===== config.mk =====
export PLATFORM = sky130hd
export DESIGN_NAME = fsm_pattern_tx_flat
export DESIGN_NICKNAME = d
export VERILOG_FILES = /design/src/rtl/fsm_pattern_tx_pkg.sv /design/src/rtl/fsm_pattern_tx_if.sv /design/src/rtl/fsm_pattern_tx_down_counter.sv /design/src/rtl/fsm_pattern_tx.sv /design/src/flat_wrapper.sv
export SDC_FILE = /design/constraint.sdc
export NUM_CORES = 1
export LEC_CHECK = 0
export ABC_AREA = 1
export CELL_PAD_IN_SITES_DETAIL_PLACEMENT = 0
export CELL_PAD_IN_SITES_GLOBAL_PLACEMENT = 2
export CORE_MARGIN = 5
export CORE_UTILIZATION = 32
export CTS_BUF_LIST = sky130_fd_sc_hd__clkbuf_4 sky130_fd_sc_hd__clkbuf_8
export CTS_CLUSTER_SIZE = 16
export DETAILED_ROUTE_END_ITERATION = 10
export PLACE_DENSITY = 0.85
export SETUP_SLACK_MARGIN = 0.2
export SLEW_MARGIN = 10
export SYNTH_ARGS = -nofsm -noshare
export SYNTH_HDL_FRONTEND = slang
export SYNTH_SLANG_ARGS = --single-unit

===== constraint.sdc =====
create_clock -name clk -period 2.6 [get_ports clk]
set_input_delay 0.52 -clock clk [delete_from_list [all_inputs] [get_ports clk]]
set_output_delay 0.52 -clock clk [all_outputs]
set_load 0.01 [all_outputs]

===== src/rtl/fsm_pattern_tx_pkg.sv =====
// Shared state encoding for the pattern transmitter and the serial detector benches.
package fsm_pkg;

  typedef enum logic [1:0] {
    IDLE  = 2'b00,
    SHIFT = 2'b01,
    GAP   = 2'b10,
    DONE  = 2'b11
  } state_t;

endpackage


===== src/rtl/fsm_pattern_tx_if.sv =====
// Control/serial bundle between a stimulus source (master) and the transmitter (slave).
interface fsm_pattern_tx_if #(
  parameter int PAT_W = 8,
  parameter int CNT_W = 4
);
  logic             start;
  logic             abort;
  logic [PAT_W-1:0] pattern;
  logic [CNT_W-1:0] reps;
  logic             w;
  logic             w_valid;
  logic             busy;
  logic             done;
  logic [1:0]       y;

  modport master (
    output start, abort, pattern, reps,
    input  w, w_valid, busy, done, y
  );

  modport slave (
    input  start, abort, pattern, reps,
    output w, w_valid, busy, done, y
  );
endinterface


===== src/rtl/fsm_pattern_tx_down_counter.sv =====
// Loadable down counter that saturates at zero, with a zero flag.
module down_counter #(
  parameter int WIDTH = 4
) (
  input  logic             clk,
  input  logic             resetn,
  input  logic             load,
  input  logic [WIDTH-1:0] load_val,
  input  logic             en,
  output logic [WIDTH-1:0] value,
  output logic             zero
);

  // count register: load has priority, decrement stops at zero
  always_ff @(posedge clk) begin
    if (!resetn) begin
      value <= '0;
    end else if (load) begin
      value <= load_val;
    end else if (en && (value != '0)) begin
      value <= value - WIDTH'(1);
    end else begin
      value <= value;
    end
  end

  assign zero = (value == '0);

endmodule


===== src/rtl/fsm_pattern_tx.sv =====
// Serial pattern transmitter: shifts a latched pattern out MSB first, reps times,
// with GAP_CYC idle cycles between repetitions, then pulses done.
module fsm_pattern_tx
  import fsm_pkg::*;
#(
  parameter int PAT_W   = 8,
  parameter int CNT_W   = 4,
  parameter int GAP_CYC = 2
) (
  input  logic          clk,
  input  logic          resetn,
  fsm_pattern_tx_if.slave bus
);

  localparam int BIT_W = $clog2(PAT_W);
  localparam int GAP_W = (GAP_CYC > 2) ? $clog2(GAP_CYC) : 1;
  localparam logic [BIT_W-1:0] BIT_LOAD = BIT_W'(PAT_W - 1);
  localparam logic [GAP_W-1:0] GAP_LOAD = GAP_W'((GAP_CYC > 0) ? GAP_CYC - 1 : 0);
  localparam logic [CNT_W-1:0] ONE_REP  = CNT_W'(1);

  state_t           state, state_next;
  logic [PAT_W-1:0] shreg, pat_r;
  logic             sh_load_new, sh_reload, sh_shift;
  logic             bit_load, bit_en, rep_load, rep_en, gap_load, gap_en;
  logic [BIT_W-1:0] bit_val;
  logic [CNT_W-1:0] rep_val;
  logic [GAP_W-1:0] gap_val;
  logic             bit_zero, rep_zero, gap_zero;
  logic             rep_more;
  logic             unused_cnt;

  down_counter #(.WIDTH(BIT_W)) u_bit_cnt (
    .clk(clk), .resetn(resetn), .load(bit_load), .load_val(BIT_LOAD),
    .en(bit_en), .value(bit_val), .zero(bit_zero)
  );

  down_counter #(.WIDTH(CNT_W)) u_rep_left (
    .clk(clk), .resetn(resetn), .load(rep_load), .load_val(bus.reps),
    .en(rep_en), .value(rep_val), .zero(rep_zero)
  );

  down_counter #(.WIDTH(GAP_W)) u_gap_cnt (
    .clk(clk), .resetn(resetn), .load(gap_load), .load_val(GAP_LOAD),
    .en(gap_en), .value(gap_val), .zero(gap_zero)
  );

  // rep_left counts the repetition currently on the wire, so >1 means another follows
  assign rep_more   = !rep_zero && (rep_val != ONE_REP);
  assign unused_cnt = ^{bit_val, gap_val};

  // next-state and datapath control decode
  always_comb begin
    state_next  = state;
    sh_load_new = 1'b0;
    sh_reload   = 1'b0;
    sh_shift    = 1'b0;
    bit_load    = 1'b0;
    bit_en      = 1'b0;
    rep_load    = 1'b0;
    rep_en      = 1'b0;
    gap_load    = 1'b0;
    gap_en      = 1'b0;
    case (state)
      IDLE: begin
        if (bus.start && !bus.abort) begin
          if (bus.reps != '0) begin
            state_next  = SHIFT;
            sh_load_new = 1'b1;
            bit_load    = 1'b1;
            rep_load    = 1'b1;
          end else begin
            state_next = DONE;
          end
        end else begin
          state_next = IDLE;
        end
      end
      SHIFT: begin
        if (bus.abort) begin
          state_next = IDLE;
        end else if (bit_zero) begin
          rep_en = 1'b1;
          if (!rep_more) begin
            state_next = DONE;
          end else if (GAP_CYC > 0) begin
            state_next = GAP;
            gap_load   = 1'b1;
          end else begin
            sh_reload = 1'b1;
            bit_load  = 1'b1;
          end
        end else begin
          sh_shift = 1'b1;
          bit_en   = 1'b1;
        end
      end
      GAP: begin
        if (bus.abort) begin
          state_next = IDLE;
        end else if (gap_zero) begin
          state_next = SHIFT;
          sh_reload  = 1'b1;
          bit_load   = 1'b1;
        end else begin
          gap_en = 1'b1;
        end
      end
      DONE: begin
        state_next = IDLE;
      end
      default: begin
        state_next = IDLE;
      end
    endcase
  end

  // state, shift register and latched pattern
  always_ff @(posedge clk) begin
    if (!resetn) begin
      state <= IDLE;
      shreg <= '0;
      pat_r <= '0;
    end else begin
      state <= state_next;
      if (sh_load_new) begin
        shreg <= bus.pattern;
        pat_r <= bus.pattern;
      end else if (sh_reload) begin
        shreg <= pat_r;
      end else if (sh_shift) begin
        shreg <= {shreg[PAT_W-2:0], 1'b0};
      end else begin
        shreg <= shreg;
      end
    end
  end

  assign bus.w       = (state == SHIFT) ? shreg[PAT_W-1] : 1'b0;
  assign bus.w_valid = (state == SHIFT);
  assign bus.busy    = (state != IDLE);
  assign bus.done    = (state == DONE);
  assign bus.y       = state;

endmodule


===== src/flat_wrapper.sv =====
// flat-port wrapper written by rule: the top's interface ports become plain ports
module fsm_pattern_tx_flat import fsm_pkg::*;
#(
  parameter int PAT_W   = 8,
  parameter int CNT_W   = 4,
  parameter int GAP_CYC = 2
)
  (clk, resetn, bus_start, bus_abort, bus_pattern, bus_reps, bus_w, bus_w_valid, bus_busy, bus_done, bus_y);
  fsm_pattern_tx_if #(.PAT_W(PAT_W), .CNT_W(CNT_W)) bus_i ();
  input  logic clk;
  input  logic resetn;
  input wire logic [$bits(bus_i.start)-1:0] bus_start;
  input wire logic [$bits(bus_i.abort)-1:0] bus_abort;
  input wire logic [$bits(bus_i.pattern)-1:0] bus_pattern;
  input wire logic [$bits(bus_i.reps)-1:0] bus_reps;
  output wire logic [$bits(bus_i.w)-1:0] bus_w;
  output wire logic [$bits(bus_i.w_valid)-1:0] bus_w_valid;
  output wire logic [$bits(bus_i.busy)-1:0] bus_busy;
  output wire logic [$bits(bus_i.done)-1:0] bus_done;
  output wire logic [$bits(bus_i.y)-1:0] bus_y;
  assign bus_i.start = bus_start;
  assign bus_i.abort = bus_abort;
  assign bus_i.pattern = bus_pattern;
  assign bus_i.reps = bus_reps;
  assign bus_w = bus_i.w;
  assign bus_w_valid = bus_i.w_valid;
  assign bus_busy = bus_i.busy;
  assign bus_done = bus_i.done;
  assign bus_y = bus_i.y;
  fsm_pattern_tx #(.PAT_W(PAT_W), .CNT_W(CNT_W), .GAP_CYC(GAP_CYC)) u_core (.clk(clk), .resetn(resetn), .bus(bus_i));
endmodule

---- Word-level counts from Yosys, hierarchy flattened ----
Index checks and enable logic that the tools add are counted.
word-level totals
  register bits after elaboration ......... 26
  bits in latches ......................... 0
  RAM bits ................................ 0
  bits in read-only memories .............. 0
  bits of input ports ..................... 16
  output and inout port bits .............. 6
  logic and storage cells ................. 72
  memories kept ........................... 0
operators by class
  add/subtract/negate cells ............... 3
  multiply operators ...................... 0
  div/mod/pow operators ................... 0
  magnitude comparators ................... 0
  equality and inequality tests ........... 6
  shift operators ......................... 0
  multiplexer cells ....................... 38
  bitwise operators ....................... 0
  reductions and logical operators ........ 19
operator list
  cell                                                                      number
  8-bit 2-to-1 mux                                                          3
  1-bit 2-to-1 mux                                                          23
  2-bit 2-to-1 mux                                                          6
  4-bit 2-to-1 mux                                                          2
  2-bit one-hot mux with 4 select lines                                     1
  2-bit nonzero test                                                        4
  4-bit nonzero test                                                        2
  3-bit 2-to-1 mux                                                          2
  3-bit nonzero test                                                        2
  1-bit logical AND                                                         5
  2-bit == test (second input constant)                                     2
  4-bit zero test                                                           1
  4-bit by 1-bit inequality test with 1-bit output (second input constant)  1
  4-bit by 1-bit subtractor with 4-bit output (second input constant)       1
  3-bit zero test                                                           1
  3-bit by 2-bit inequality test with 1-bit output (second input constant)  1
  3-bit inequality test (second input constant)                             1
  3-bit by 1-bit subtractor with 3-bit output (second input constant)       1
  2-bit by 1-bit == test with 1-bit output (second input constant)          1
  1-bit zero test                                                           2
  2-bit zero test                                                           1
  1-bit one-hot mux with 2 select lines                                     1
  2-bit AND reduction                                                       1
  1-bit subtractor (second input constant)                                  1

---- Logic depth before layout (Yosys ltp) ----
Gate-level depths: netlist of the first run.
  depth after elaboration ................. 8
  depth in mapped cells ................... 10

---- Modules after synthesis ----
From an unflattened synthesis of the first run, not the netlist that was laid out.
unflattened totals
  cells, all modules ...................... 254
  area total of the unflattened synthesis .. 1644.1 µm²
modules (own cells, without submodules)
  module                             times used  cells each  area an instance (µm²)  sequential area each (µm²)
  fsm_pattern_tx                     1           172         1124.8                  360.3
  down_counter at u_core.u_rep_left  1           41          274.0                   80.1
  down_counter at u_core.u_bit_cnt   1           33          197.7                   60.1
  down_counter at u_core.u_gap_cnt   1           8           47.5                    20.0

---- Least setup slack after synthesis of the first run ----
Ideal clock, no wire load.
  path type ............................... register -> register
  start point ............................. register u_core.u_bit_cnt.value[0]
  end point ............................... register u_core.u_bit_cnt.value[0]
  data arrival time ....................... 1.318 ns
  data required time ...................... 2.468 ns
  path slack .............................. 1.149 ns
  cell stages (with the launch flop) ...... 10
  period minus slack after synthesis ...... 1.451 ns
  cell sequence ........................... dfxtp_1 > inv_1 > ha_1 > inv_1 > nor2_1 > inv_1 > nand2_1 > buf_2 > xor2_1 > a21oi_1
on the way
  longest elaborated chain between the ends .. 6
  elaborated cells between the ends (all ways) .. 10
ends and longest elaborated chain
  element                              line                               source
  from (decl)                          fsm_pattern_tx_down_counter.sv:10  output logic [WIDTH-1:0] value,
  from (signal assigned)               fsm_pattern_tx_down_counter.sv:19  value <= load_val;
  from (signal assigned)               fsm_pattern_tx_down_counter.sv:21  value <= value - WIDTH'(1);
  from (signal assigned)               fsm_pattern_tx_down_counter.sv:23  value <= value;
  3-bit zero test                      fsm_pattern_tx_down_counter.sv:27  assign zero = (value == '0);
  1-bit 2-to-1 mux                     fsm_pattern_tx.sv:81               end else if (bit_zero) begin
  1-bit 2-to-1 mux                     fsm_pattern_tx.sv:79               if (bus.abort) begin
  1-bit 2-to-1 mux                     fsm_pattern_tx.sv:63               case (state)
  1-bit logical AND                    fsm_pattern_tx_down_counter.sv:20  end else if (en && (value != '0)) begin
  2-bit nonzero test (no source line)  n/a
Parallel ways exist; a longest one is shown, timed or not. The select of a mux whose other input is x is not followed.
A chain may end at the register's enable or synchronous reset.

---- Final worst setup path of the first run ----
  start point ............................. input port bus_abort
  end point ............................... register u_core.shreg[0]
on the way
  longest elaborated chain between the ends .. 5
  elaborated cells between the ends (all ways) .. 11
ends and longest elaborated chain
  element                                                                  line                   source
  from (decl)                                                              flat_wrapper.sv:13     input wire logic [$bits(bus_i.abort)-1:0] bus_abort;
  1-bit zero test                                                          fsm_pattern_tx.sv:65   if (bus.start && !bus.abort) begin
  1-bit logical AND                                                        fsm_pattern_tx.sv:65
  1-bit 2-to-1 mux                                                         fsm_pattern_tx.sv:65
  1-bit 2-to-1 mux                                                         fsm_pattern_tx.sv:63
  3-bit nonzero test (no source line) or 8-bit 2-to-1 mux (tied branches)  n/a
  to (signal assigned)                                                     fsm_pattern_tx.sv:126  shreg <= bus.pattern;
  to (signal assigned)                                                     fsm_pattern_tx.sv:129  shreg <= pat_r;
  to (signal assigned)                                                     fsm_pattern_tx.sv:131  shreg <= {shreg[PAT_W-2:0], 1'b0};
  to (decl)                                                                fsm_pattern_tx.sv:22   logic [PAT_W-1:0] shreg, pat_r;
Parallel ways exist; a longest one is shown, timed or not.

==> out/qor.csv, run 1 <==
metric,value,unit
core_region_area,0.00469,mm2
rr_worst_depth,10,
tns_setup,0,ns
timing.clock.skew,0.00380,ns
outcome,finished clean,
final.min_clock_period,2.06,ns
synth.yosys.warnings,0,
synth_cells,246,
grt_use_total,0.129,
globalRouteOverflowTotal,0,
final_min_period_over_clock_period,0.793,
r2r_setup_slack,0.78,ns
cts.clk_slew.worst_paths,0.10,ns
dieArea,0.00627,mm2
most_used_cells_in_the_layout_excluding_fill_and_tap_cells,"80 x sky130_fd_sc_hd__nand2_1, 41 x sky130_fd_sc_hd__nor2_1, 31 x sky130_fd_sc_hd__inv_1",
power.leakage,0.876,nW
postSynthRegisterBits,26,
critPathLaunch,bus_abort,
slew_headroom,0.634,
fin_ws,0.538,ns
maxCapViolations,0,
design.final.nets,291,
wl_per_cell,11.8,um
tritoncts.num_buffers,3,
cts-root-to-sink-buffers,2,
vias_in_the_first_global_route,1390,
worstReg2RegEnd,u_core.bus.y[1]$_SDFFE_PN0P_,
grt_antenna_before_repair,0,
cts.repair.resized,0,
syn-mean-instance-area,6.23,um2
timing.critical_path.arrival,2.29,ns
drt-vias-per-instance,4.62,
insertedDiodeCount,0,
place_worst_setup_slack,0.242,ns
routed_wirelength,3.79,mm
critical_path.cell_chain,clkdlybuf4s50_1 -> inv_2 -> nand2_1 -> nor2_4 -> nand2_1 -> inv_2 -> nand2_1 -> nand2_1 -> nand3_1 -> nand2_1,
fmaxAchievable,0.485,GHz
total_number_of_vias,1489,
antenna_violating_nets_post_route,0,
cp.depth,10,
path_buf_inv,3,
n_fill_cell,534,
syn_nets,267,
core.rowCount,25,
setup_repair_after_global_routing_missed_its_margin,no,
tritoncts_clock_tree,yes,
final_max_slew_viol_count,0,
areaGrowthSynthToFinish,20.7,%
die_x,79.2,um
critical_path.max_stage_delay,0.45,ns
path_max_fanout,17,
floorplan.initialDensity,0.327,
drive_gt1_frac,0.0709,
hold_path_class,reg2reg,
commonest_non_fill_non_tap_cell_in_the_layout,sky130_fd_sc_hd__nand2_1,
worstSkewPairLatency,0.28,ns
finalHoldViolations,0,
die_height,79.2,um
critical_path.endpoint,u_core.shreg[0]$_SDFFE_PN0P_,
initial_drc_count,61,
rr_startpoint,u_core.u_bit_cnt.value[0]$_SDFFE_PN0P_,
fraction_of_the_yosys_area_taken_by_sequential_cells,0.340,
cts_root_buf,sky130_fd_sc_hd__clkbuf_8,
worstSetupStartpointType,input pin,
maximum_number_of_pins_on_one_net_before_global_route_repair,18,
yosys.cell_types.count,23,
max-vdd-ir-drop,0.239,mV
cts-htree-levels,1,
p_per_area,513,mW/mm2
cp_top_family,buffers and inverters,
postCtsSetupBuffers,0,
worst-setup-path-type,in2reg,
top_level_ports,22,
hold_buffers_post_cts,0,
first_pass_grt_wire_length,6.43,mm
setup_violations,0,
cts_num_sinks,26,
post-route-drc-count,0,
finalWeightedCongestion,0.759,
syn-cell-area,0.00153,mm2
dr.pass1.iters,4,
place.detailed.hpwl,2.80,mm
cp-end-kind,flop,
worst_path_most_repeated_cell,sky130_fd_sc_hd__nand2_1,
timing.critical_path.slowest_stage_cell,sky130_fd_sc_hd__clkdlybuf4s50_1,
port_buffers,21,
tightest_slew,0.548,ns
wp_data_required,2.83,ns
## kinds of logic after synthesis
logic type / after synthesis / synth area share
AO/OA/AOI/OAI: 14 / 0.0490
adder cells (fa/ha/maj): 5 / 0.0408
AND/OR/NAND/NOR: 155 / 0.440
flip-flops: 26 / 0.340
XOR/XNOR: 2 / 0.0114
buffers and inverters: 44 / 0.119
## power breakdown
part / switching, mW / leakage, nW / internal [mW] / total (mW)
Clock: 0.138 / 0.0216 / 0.104 / 0.242
Sequential: 0.0176 / 0.213 / 0.431 / 0.449
Combinational: 0.151 / 0.642 / 0.107 / 0.258
Total: 0.306 / 0.876 / 0.642 / 0.949
## per-layer routing
layer  vias up  part of all wire  track usage
met2        25              0.43        0.210
met4         0             0.015       0.0464
met1       651              0.50        0.170
met5         -                 0            0
li1        809                 -            -
met3         4             0.054       0.0227
## state kept, by name, indices dropped and copies added, names as in the netlist
name / cells
u_core.u_gap_cnt.value: 1
u_core.u_rep_left.value: 4
u_core.u_bit_cnt.value: 3
u_core.bus.y: 2
u_core.shreg: 8
u_core.pat_r: 8
## worst reg2reg max path, delay by kind of cell (launching register included)
family / cells / cell delay, ns
buffers and inverters: 4 / 0.42
flip-flops: 1 / 0.33
AND/OR/NAND/NOR: 5 / 0.82
adder cells (fa/ha/maj): 1 / 0.14
## worst min-delay path by stage
stage / end / from / slack [ns] / cells after the start
finish: u_core.pat_r[2]$_SDFFE_PN0P_ / u_core.pat_r[2]$_SDFFE_PN0P_ / 0.47 / 2
global placement: u_core.pat_r[7]$_SDFFE_PN0P_ / u_core.pat_r[7]$_SDFFE_PN0P_ / 0.45 / 2
floorplan: u_core.pat_r[1]$_SDFFE_PN0P_ / u_core.pat_r[1]$_SDFFE_PN0P_ / 0.44 / 2
CTS: u_core.pat_r[2]$_SDFFE_PN0P_ / u_core.pat_r[2]$_SDFFE_PN0P_ / 0.47 / 2
detailed placement: u_core.pat_r[2]$_SDFFE_PN0P_ / u_core.pat_r[2]$_SDFFE_PN0P_ / 0.46 / 2
global route: u_core.pat_r[5]$_SDFFE_PN0P_ / u_core.pat_r[5]$_SDFFE_PN0P_ / 0.50 / 2
## area by class of cell
type                       instances  area (um2)  area share
sequential                        26         520       0.281
clock buffer                       3        41.3      0.0223
timing repair buffer              27         255       0.138
multi-input combinational        176         830       0.449
inverter                          36         135      0.0731
tap                               54        67.6      0.0365
## through the flow
stage,hold WS (ns),util,area [um2],power [mW],cells
3_3_place_gp,0.453,0.385,1810,0.720,319
5_1_grt,0.501,0.394,1850,1.02,322
4_1_cts,0.475,0.394,1850,0.964,322
2_1_floorplan,0.443,-,1530,0.636,246
6_report,0.468,0.394,1850,0.949,322
3_5_place_dp,0.460,0.385,1810,0.719,319
## cell usage after synthesis
library cell                 n  share of area
sky130_fd_sc_hd__nor2_4      2          0.015
sky130_fd_sc_hd__dfxtp_1    26           0.34
sky130_fd_sc_hd__buf_4       2         0.0098
sky130_fd_sc_hd__a2bb2oi_1   1         0.0057
sky130_fd_sc_hd__nand4_1    17          0.069
sky130_fd_sc_hd__buf_2       2         0.0065
sky130_fd_sc_hd__inv_2       4         0.0098
sky130_fd_sc_hd__or2_1       1         0.0041
sky130_fd_sc_hd__nand3_1     8          0.026
sky130_fd_sc_hd__a31oi_1     1         0.0041
sky130_fd_sc_hd__nand3b_1    1         0.0049
sky130_fd_sc_hd__inv_1      31          0.076
sky130_fd_sc_hd__nor2_1     41           0.10
sky130_fd_sc_hd__a21oi_1    12          0.039
sky130_fd_sc_hd__clkbuf_1    3         0.0073
sky130_fd_sc_hd__ha_1        5          0.041
sky130_fd_sc_hd__xor2_1      2          0.011
sky130_fd_sc_hd__clkinv_1    1         0.0024
sky130_fd_sc_hd__nor3_1      1         0.0033
sky130_fd_sc_hd__nor2_2      2         0.0082
sky130_fd_sc_hd__buf_6       1         0.0073
sky130_fd_sc_hd__nand3_2     2          0.013
sky130_fd_sc_hd__nand2_1    80           0.20
Note: power is estimated with default switching activity, not from simulation.
==> run 2: changes to the inputs <==
--- a/config.mk
+++ b/config.mk
@@ -9,11 +9,11 @@
 export CELL_PAD_IN_SITES_DETAIL_PLACEMENT = 0
 export CELL_PAD_IN_SITES_GLOBAL_PLACEMENT = 2
 export CORE_MARGIN = 5
-export CORE_UTILIZATION = 32
+export CORE_UTILIZATION = 27
 export CTS_BUF_LIST = sky130_fd_sc_hd__clkbuf_4 sky130_fd_sc_hd__clkbuf_8
 export CTS_CLUSTER_SIZE = 16
 export DETAILED_ROUTE_END_ITERATION = 10
-export PLACE_DENSITY = 0.85
+export PLACE_DENSITY = 0.76
 export SETUP_SLACK_MARGIN = 0.2
 export SLEW_MARGIN = 10
 export SYNTH_ARGS = -nofsm -noshare
==> constraint.sdc (replaced) <==
create_clock -name clk -period 1.87 [get_ports clk]
set_input_delay 0.374 -clock clk [delete_from_list [all_inputs] [get_ports clk]]
set_output_delay 0.374 -clock clk [all_outputs]
set_load 0.01 [all_outputs]
==> out/qor.csv, run 2 (same netlist as run 1, synthesis figures left out) <==
metric,value,unit,change
commonest_non_fill_non_tap_cell_in_the_layout,sky130_fd_sc_hd__nand2_1,,
setup_repair_after_global_routing_missed_its_margin,no,,
antenna_violating_nets_post_route,0,,unchanged
p_per_area,723,mW/mm2,+41%
wl_per_cell,11.4,um,-2.9%
floorplan.initialDensity,0.278,,-0.0483
tightest_slew,0.244,ns,-0.304 ns
total_number_of_vias,1542,,+3.6%
maximum_number_of_pins_on_one_net_before_global_route_repair,16,,-2
rr_worst_depth,10,,unchanged
path_max_fanout,3,,-14
areaGrowthSynthToFinish,37.1,%,
grt_use_total,0.115,,-0.0146
n_fill_cell,608,,+14%
timing.critical_path.slowest_stage_cell,sky130_fd_sc_hd__dfxtp_4,,
finalHoldViolations,0,,unchanged
critical_path.cell_chain,buf_4 -> inv_2 -> nand2_1 -> dlygate4sd2_1,,
final.min_clock_period,1.59,ns,
finalWeightedCongestion,0.757,,-0.29%
wp_data_required,1.50,ns,-1.33 ns
top_level_ports,22,,unchanged
power.leakage,1.04,nW,+18%
cts-htree-levels,1,,unchanged
initial_drc_count,44,,-28%
routed_wirelength,4.17,mm,+10%
timing.critical_path.arrival,1.21,ns,-1.08 ns
vias_in_the_first_global_route,1409,,+1.4%
drive_gt1_frac,0.160,,+0.0895
maxCapViolations,0,,unchanged
largest_regs,"u_core.pat_r x8, u_core.shreg x8, u_core.u_rep_left.value x4",,
critical_path.max_stage_delay,0.36,ns,-0.09 ns
globalRouteOverflowTotal,0,,unchanged
route.layer.met1.wl,2.16,mm,+14%
fmaxAchievable,0.630,GHz,
die_x,85.3,um,+7.7%
first_pass_grt_wire_length,6.77,mm,+5.3%
cts_root_buf,sky130_fd_sc_hd__clkbuf_8,,
cp-end-kind,primary output,,
outcome,finished clean,,
wl_met2,1.86,mm,+13%
die_height,85.3,um,+7.7%
cts.clk_slew.worst_paths,0.10,ns,about the same
hold_path_class,reg2reg,,
cts_num_sinks,26,,unchanged
most_used_cells_in_the_layout_excluding_fill_and_tap_cells,"80 x sky130_fd_sc_hd__nand2_1, 41 x sky130_fd_sc_hd__nor2_1, 31 x sky130_fd_sc_hd__inv_1",,
design.final.nets,315,,+8.2%
insertedDiodeCount,0,,unchanged
timing.clock.skew,0.00588,ns,+0.00208 ns
p_total,1.52,mW,+60%
core.rowCount,27,,+8.0%
slew_headroom,0.836,,+0.202
setup_violations,0,,unchanged
tritoncts.num_buffers,3,,unchanged
tns_setup,0,ns,unchanged
worst-setup-path-type,reg2out,,
tritoncts_clock_tree,yes,,
dieArea,0.00728,mm2,+16%
final_max_slew_viol_count,0,,unchanged
post-route-drc-count,0,,unchanged
place.detailed.hpwl,3.16,mm,+13%
port_buffers,21,,unchanged
top_signal_layer_used,met4,,
dr_wl_met3,124,um,-39%
worstSetupStartpointType,flop,,
drt-vias-per-instance,4.22,,-8.6%
final_min_period_over_clock_period,0.849,,
core_region_area,0.00551,mm2,+17%
whs_path_depth,2,,unchanged
cts-root-to-sink-buffers,2,,unchanged
hold_buffers_post_cts,0,,unchanged
dr.pass1.iters,4,,unchanged
grt_antenna_before_repair,0,,unchanged
worstSkewPairLatency,0.27,ns,about the same
max-vdd-ir-drop,0.281,mV,+17%
## run 2: cell types whose count changed in the layout (fill, tap and decap cells not counted), moves of 2 or more
cell / change
sky130_fd_sc_hd__buf_4: +23
sky130_fd_sc_hd__clkdlybuf4s50_1: -4
sky130_fd_sc_hd__dfxtp_1: -2
sky130_fd_sc_hd__dlygate4sd2_1: +2
## run 2: final cells by class
| cell class | instances | area (um2) | area share |
|---|---|---|---|
| multi-input cells | 176 | 837 | 0.398 |
| well taps | 72 | 90.1 | 0.0429 |
| clock inverters | 1 | 30.0 | 0.0143 |
| flip-flops and latches | 26 | 526 | 0.250 |
| repair buffers | 51 | 443 | 0.211 |
| clock buffers | 3 | 41.3 | 0.0196 |
| inverters | 36 | 135 | 0.0643 |
## run 2: routing by layer
layer | GRT usage | up-vias
li1 | - | 860
met1 | 0.158 | 663
met2 | 0.186 | 17
met3 | 0.0165 | 2
met4 | 0.0302 | 0
met5 | 0 | -
## run 2: worst paths after layout
kind                                 from                            to  slack [ns]
min reg2reg  u_core.pat_r[4]$_SDFFE_PN0P_  u_core.pat_r[4]$_SDFFE_PN0P_        0.47
max          u_core.bus.y[0]$_SDFFE_PN0P_                      bus_busy        0.28
max reg2reg  u_core.bus.y[0]$_SDFFE_PN0P_  u_core.shreg[6]$_SDFFE_PN0P_        0.36
min          u_core.pat_r[4]$_SDFFE_PN0P_  u_core.pat_r[4]$_SDFFE_PN0P_        0.47
## run 2: stage by stage
stage	cell area (um2)	utilization	hold slack, ns	instances	setup slack (ns)
3_5_place_dp	2000	0.363	0.457	358	0.0254
5_1_grt	2100	0.382	0.505	365	0.181
6_report	2100	0.382	0.471	365	0.283
2_1_floorplan	1530	-	0.443	246	0.419
4_1_cts	2090	0.379	0.472	364	0.211
3_3_place_gp	2000	0.363	0.452	358	0.0313
## run 2: where the power goes
part | leakage [nW] | total, mW | switching (mW) | internal (mW)
combinational | 0.788 | 0.415 | 0.225 | 0.190
sequential | 0.214 | 0.622 | 0.0224 | 0.600
clock | 0.0357 | 0.482 | 0.195 | 0.287
total | 1.04 | 1.52 | 0.443 | 1.08
## run 2: worst max-delay path, delay by kind of cell (launching register included)
family / cells / cell delay (ns)
flops: 1 / 0.36
buf+inv: 3 / 0.49
simple gates: 1 / 0.09
## run 2: repair_timing
item | CTS | global route
setup buffers | 2 | 1
resized for setup | 6 | 4
setup endpoints to repair | 5 | 8
pin swaps | 0 | 1
hold endpoints to repair | 0 | 0
==> run 3: changes to the inputs <==
--- a/config.mk
+++ b/config.mk
@@ -9,11 +9,11 @@
 export CELL_PAD_IN_SITES_DETAIL_PLACEMENT = 0
 export CELL_PAD_IN_SITES_GLOBAL_PLACEMENT = 2
 export CORE_MARGIN = 5
-export CORE_UTILIZATION = 27
+export CORE_UTILIZATION = 30
 export CTS_BUF_LIST = sky130_fd_sc_hd__clkbuf_4 sky130_fd_sc_hd__clkbuf_8
 export CTS_CLUSTER_SIZE = 16
 export DETAILED_ROUTE_END_ITERATION = 10
-export PLACE_DENSITY = 0.76
+export PLACE_DENSITY = 0.8
 export SETUP_SLACK_MARGIN = 0.2
 export SLEW_MARGIN = 10
 export SYNTH_ARGS = -nofsm -noshare
==> constraint.sdc (replaced) <==
create_clock -name clk -period 1.65 [get_ports clk]
set_input_delay 0.33 -clock clk [delete_from_list [all_inputs] [get_ports clk]]
set_output_delay 0.33 -clock clk [all_outputs]
set_load 0.01 [all_outputs]
==> out/qor.csv, run 3 (same netlist as run 1, synthesis figures left out) <==
metric,value,unit,change
outcome,finished clean,,
worst-setup-path-type,reg2reg,,
critical_path.max_stage_delay,0.34,ns,-0.02 ns
total_number_of_vias,1604,,+4.0%
globalRouteOverflowTotal,0,,unchanged
power.leakage,1.08,nW,+3.7%
antenna_violating_nets_post_route,0,,unchanged
timing.critical_path.slowest_stage_cell,sky130_fd_sc_hd__dfxtp_2,,
drive_gt1_frac,0.238,,+0.0778
path_max_fanout,7,,+4
final.min_clock_period,1.38,ns,
cts-htree-levels,1,,unchanged
finalWeightedCongestion,0.780,,+3.0%
most_used_cells_in_the_layout_excluding_fill_and_tap_cells,"72 x sky130_fd_sc_hd__nand2_1, 36 x sky130_fd_sc_hd__nor2_1, 31 x sky130_fd_sc_hd__inv_1",,
rr_startpoint,u_core.u_bit_cnt.value[0]$_SDFFE_PN0P_,,
worstSetupStartpointType,flop,,
max-vdd-ir-drop,0.269,mV,-4.4%
vias_in_the_first_global_route,1514,,+7.5%
p_per_area,741,mW/mm2,+2.6%
commonest_non_fill_non_tap_cell_in_the_layout,sky130_fd_sc_hd__nand2_1,,
initial_drc_count,101,,+130%
post-route-drc-count,0,,unchanged
setup_repair_after_global_routing_missed_its_margin,yes,,
hold_wc_startpoint,bus_reps[0],,
tns_setup,0,ns,unchanged
core_region_area,0.00504,mm2,-8.4%
final_min_period_over_clock_period,0.837,,
wl_per_cell,11.2,um,-2.3%
floorplan.initialDensity,0.304,,+0.0256
routed_wirelength,4.11,mm,-1.5%
fmaxAchievable,0.724,GHz,
critical_path.cell_chain,inv_1 -> ha_1 -> inv_1 -> nor2_4 -> inv_1 -> nand2_2 -> buf_6 -> xor2_1 -> a21oi_1,,
tritoncts.num_buffers,3,,unchanged
wp_data_required,1.80,ns,+0.30 ns
hold_buffers_post_cts,0,,unchanged
port_buffers,21,,unchanged
top_level_ports,22,,unchanged
slew_headroom,0.767,,-0.0699
cts_num_sinks,26,,unchanged
final_max_slew_viol_count,0,,unchanged
hold_path_class,in2reg,,
cp_top_family,buffers and inverters,,
cts_root_buf,sky130_fd_sc_hd__clkbuf_8,,
path_buf_inv,4,,+1
die_height,81.5,um,-4.5%
dr.pass1.iters,4,,unchanged
timing.clock.skew,0.00318,ns,-0.00270 ns
dieArea,0.00664,mm2,-8.9%
maxCapViolations,0,,unchanged
tritoncts_clock_tree,yes,,
critPathLaunch,u_core.u_bit_cnt.value[0]$_SDFFE_PN0P_,,
core.rowCount,26,,-3.7%
grt_use_total,0.137,,+0.0223
first_pass_grt_wire_length,7.05,mm,+4.2%
setup_violations,0,,unchanged
timing.critical_path.arrival,1.54,ns,+0.33 ns
design.final.nets,320,,+1.6%
areaGrowthSynthToFinish,44.2,%,
die_x,81.5,um,-4.5%
p_total,1.64,mW,+7.8%
largest_regs,"u_core.pat_r x8, u_core.shreg x8, u_core.u_rep_left.value x4",,
drt-vias-per-instance,4.36,,+3.2%
insertedDiodeCount,0,,unchanged
finalHoldViolations,0,,unchanged
grt_antenna_before_repair,0,,unchanged
n_fill_cell,551,,-9.4%
cp-end-kind,flop,,
place.detailed.hpwl,2.96,mm,-6.4%
tightest_slew,0.350,ns,+0.105 ns
worstSkewPairLatency,0.27,ns,about the same
cts.clk_slew.worst_paths,0.10,ns,about the same
worst_path_most_repeated_cell,sky130_fd_sc_hd__inv_1,,
cts-root-to-sink-buffers,2,,unchanged
maximum_number_of_pins_on_one_net_before_global_route_repair,15,,-1
-- run 3: changes by cell type in the layout (fill, tap and decap cells not counted), sizes merged --
| cell | previous run | this run |
|---|---|---|
| clkdlybuf4s15 | 0 | 1 |
| clkinv | 1 | 2 |
| clkbuf | 4 | 5 |
| clkdlybuf4s50 | 17 | 9 |
| inv | 35 | 34 |
| clkinvlp | 0 | 1 |
| buf | 30 | 35 |
| dlymetal6s2s | 1 | 2 |
| dlygate4sd2 | 2 | 7 |
| bufinv | 1 | 0 |
-- run 3: stage by stage --
| step | setup slack [ns] | hold slack, ns | cell area (um2) | util | instances |
|---|---|---|---|---|---|
| after floorplan | 0.258 | 0.443 | 1540 | - | 246 |
| after global placement | -0.188 | 0.453 | 2000 | 0.396 | 357 |
| after detailed placement | -0.220 | 0.455 | 2000 | 0.396 | 357 |
| after CTS | 0.168 | 0.471 | 2140 | 0.424 | 367 |
| after global routing | 0.178 | 0.494 | 2210 | 0.438 | 368 |
| final | 0.269 | 0.433 | 2210 | 0.438 | 368 |
-- run 3: area by class of cell --
| cell class | instances | area [um2] | area share |
|---|---|---|---|
| multi-input cells | 176 | 916 | 0.414 |
| flip-flops and latches | 26 | 529 | 0.240 |
| repair buffers | 55 | 467 | 0.211 |
| inverters | 36 | 148 | 0.0668 |
| well taps | 70 | 87.6 | 0.0396 |
| clock buffers | 4 | 55.1 | 0.0249 |
| repair inverters | 1 | 7.51 | 0.00340 |
-- run 3: worst paths after layout --
| kind | depth (start not counted) | to | slack, ns |
|---|---|---|---|
| max reg2reg | 9 | u_core.u_bit_cnt.value[0]$_SDFFE_PN0P_ | 0.27 |
| min reg2reg | 2 | u_core.pat_r[4]$_SDFFE_PN0P_ | 0.47 |
| min | 4 | u_core.u_rep_left.value[0]$_SDFFE_PN0P_ | 0.43 |
| max | 9 | u_core.u_bit_cnt.value[0]$_SDFFE_PN0P_ | 0.27 |
-- run 3: repair_timing --
item,4_1_cts,5_1_grt
pin swaps,7,10
setup endpoints to repair,28,22
resized for setup,27,27
gates cloned,1,0
buffers inserted,5,1
-- run 3: per-layer routing --
layer | GRT usage | up-vias | wire length, um
met1 | 0.183 | 716 | 2040
li1 | - | 870 | -
met4 | 0.0405 | 0 | 27
met5 | 0 | - | 0
met2 | 0.229 | 16 | 1940
met3 | 0.0175 | 2 | 104
-- run 3: power by group --
group	switching (mW)	internal, mW
clock	0.212	0.214
sequential	0.0283	0.681
combinational	0.279	0.224
total	0.519	1.12
-- run 3: tightest hold or removal path: cells and delay by family --
kind                   cells  cell delay, ns
buffers and inverters      1            0.11
AND/OR/NAND/NOR            3            0.23
==> RTL change, RTL diff (config.mk and constraints of run 2) <==
Make the reset (`resetn`) asynchronous in 2 clocked blocks.
--- a/src/rtl/fsm_pattern_tx_down_counter.sv
+++ b/src/rtl/fsm_pattern_tx_down_counter.sv
@@ -12,7 +12,7 @@
 );
 
   // count register: load has priority, decrement stops at zero
-  always_ff @(posedge clk) begin
+  always_ff @(posedge clk or negedge resetn) begin
     if (!resetn) begin
       value <= '0;
     end else if (load) begin
--- a/src/rtl/fsm_pattern_tx.sv
+++ b/src/rtl/fsm_pattern_tx.sv
@@ -115,7 +115,7 @@
   end
 
   // state, shift register and latched pattern
-  always_ff @(posedge clk) begin
+  always_ff @(posedge clk or negedge resetn) begin
     if (!resetn) begin
       state <= IDLE;
       shreg <= '0;
Formal check against the unedited RTL: differs if resetn is asserted again (counterexample within 4 cycles, from zero or initial values and one cycle with resetn low); with resetn held inactive, the same outputs for 10 cycles.
==> RTL change against run 2 <==
Area after synthesis fell by 1.8%. Worst setup slack got worse by 0.022 ns. Design area shrank 4.0%. Non-clock buffer count fell by 13. Sequential cell count is the same. Sequential share of layout area is 7.3 points higher. Wire length shrank 12%. Maximum frequency is 1.4% lower. Critical endpoint is now bus_y[0]. Highest routed layer unchanged.
Power is not compared: it rests on default switching activity, and its combinational part moved more than twofold at a synthesized area within 25%.
==> RTL change: results (changes against run 2) <==
Routed metal-1 wirelength -> 1825 um (-15%)
Status -> finished, final reports clean
WHS -> 0.4559 ns (-0.01476 ns)
First-pass GRT wire length -> 6513 um (-3.8%)
Worst-Margin Slew -> 0.3517 ns (+0.1073 ns)
GR Util met3 -> 1.570% (-0.080 points)
Largest net degree at the start of global routing -> 27 (+11)
Final worst slack -> 0.2614 ns (-0.02178 ns)
Placed cell areas -> 0.001904 mm^2 (-4.8%)
1st-iter DRT viols -> 41 (-6.8%)
Seq/Total Area, Yosys -> 43.23% (+9.3 points)
Hpwl dp -> 2707 um (-14%)
Avg Cell Area, Syn -> 7.526 um^2 (+21%)
Final nets -> 261 (-17%)
Crit-path max FO -> 5 (+2)
Area contributors post-synth -> dfrtp_1 (43%), nand2_1 (17%), nand3_1 (9.6%), inv_1 (6.7%), ha_1 (4.2%)
GP Congestion -> 0.7668 (+1.3%)
Fill cells -> 610 (+0.33%)
Hold Crit Class -> in -> async
Mapped Nets -> 221 (-17%)
Synth cell types -> 24 (+4.3%)
Layout cells sized above 1 -> 16.32% (+0.28 points)
Crit path DAT -> 1.23 ns (+0.02 ns)
VDD IR-drop max -> 0.3680 mV
Leakage -> 1.081 nW
Vias in the first global route -> 1427 (+1.3%)
Inst Count DP -> 303 (-15%)
Clock H-tree levels -> 1 (unchanged)
CP max-delay cell -> clkdlybuf4s50_1
Total GRT Usage -> 11.16% (-0.30 points)
Via/cell ratio -> 4.367 (+3.4%)
WL met2 -> 1721 um (-7.6%)
Reg2Reg Setup Slack -> 0.40 ns (+0.04 ns)
Met1 Resource Use GR -> 14.56% (-1.3 points)
DR WL/cell -> 11.87 um (+3.8%)
Crit path max-delay family -> buffers and inverters
Met2 usage -> 18.79% (+0.22 points)
Post-Place Setup Slack -> 0.003259 ns (-0.02210 ns)
CP peak stage delay -> 0.54 ns (+0.18 ns)
Post-synth top flop -> dfrtp_1
DRT Wirelength -> 3692 um (-12%)
Fraction of registers with async set/reset -> 100.0% (+100 points)
Clk_skew -> 0.01135 ns (+0.005471 ns)
Met3 routed WL -> 104 um (-16%)
Top cells by count, synth -> nand2_1 (69), nand3_1 (29), inv_1 (27)
## RTL change: cell types whose count changed after synthesis, sizes merged, moves of 10 or more
cell	before	now
dfxtp	26	0
nor2	45	13
dfrtp	0	26
a21oi	12	2
nand3	10	31
nand4	17	0
## RTL change: final timing paths
kind / start / endpoint / depth (start not counted)
worst max-delay path: u_core.bus.y[0] / bus_y[0] / 1
worst min-delay path: resetn / u_core.pat_r[2] / 2
worst max register to register: u_core.u_bit_cnt.value[0] / u_core.shreg[3] / 9
worst min register to register: u_core.pat_r[2] / u_core.pat_r[2] / 2
max in group asynchronous: resetn / u_core.bus.y[0] / 2
min in group clk: u_core.pat_r[2] / u_core.pat_r[2] / 2
## RTL change: cells by family after synthesis
group / Yosys count / share of synthesized area, %
compound gates: 12 / 4.904
fa+ha+maj: 5 / 4.156
simple gates: 122 / 37.49
flops: 26 / 43.23
buf+inv: 33 / 9.061
xor+xnor: 2 / 1.164
## RTL change: area by class of cell
type	count	share of cell area, %
Multi-Input combinational cell	141	36.23
Sequential cell	26	32.32
Timing Repair Buffer	38	17.87
Inverter	30	5.583
Tap cell	72	4.467
Clock buffer	3	2.047
Clock inverter	1	1.489
## RTL change: power by group
part | switching, mW | internal, mW
Combinational | 0.687 | 0.553
Sequential | 0.165 | 0.810
Clock | 0.193 | 0.287
Total | 1.05 | 1.65
## RTL change: what timing repair did
item,4_1_cts,5_1_grt
hold buffers,0,0
buffers inserted,2,2
setup endpoints to repair,5,12
gates resized for setup,5,4
## RTL change: through the flow
| step | total power [mW] | util, % |
|---|---|---|
| detailed placement | 2.204 | 34.80 |
| floorplan | 1.768 | - |
| CTS | 2.698 | 36.31 |
| global route | 2.955 | 36.85 |
| global placement | 2.204 | 34.80 |
| finish | 2.695 | 36.85 |
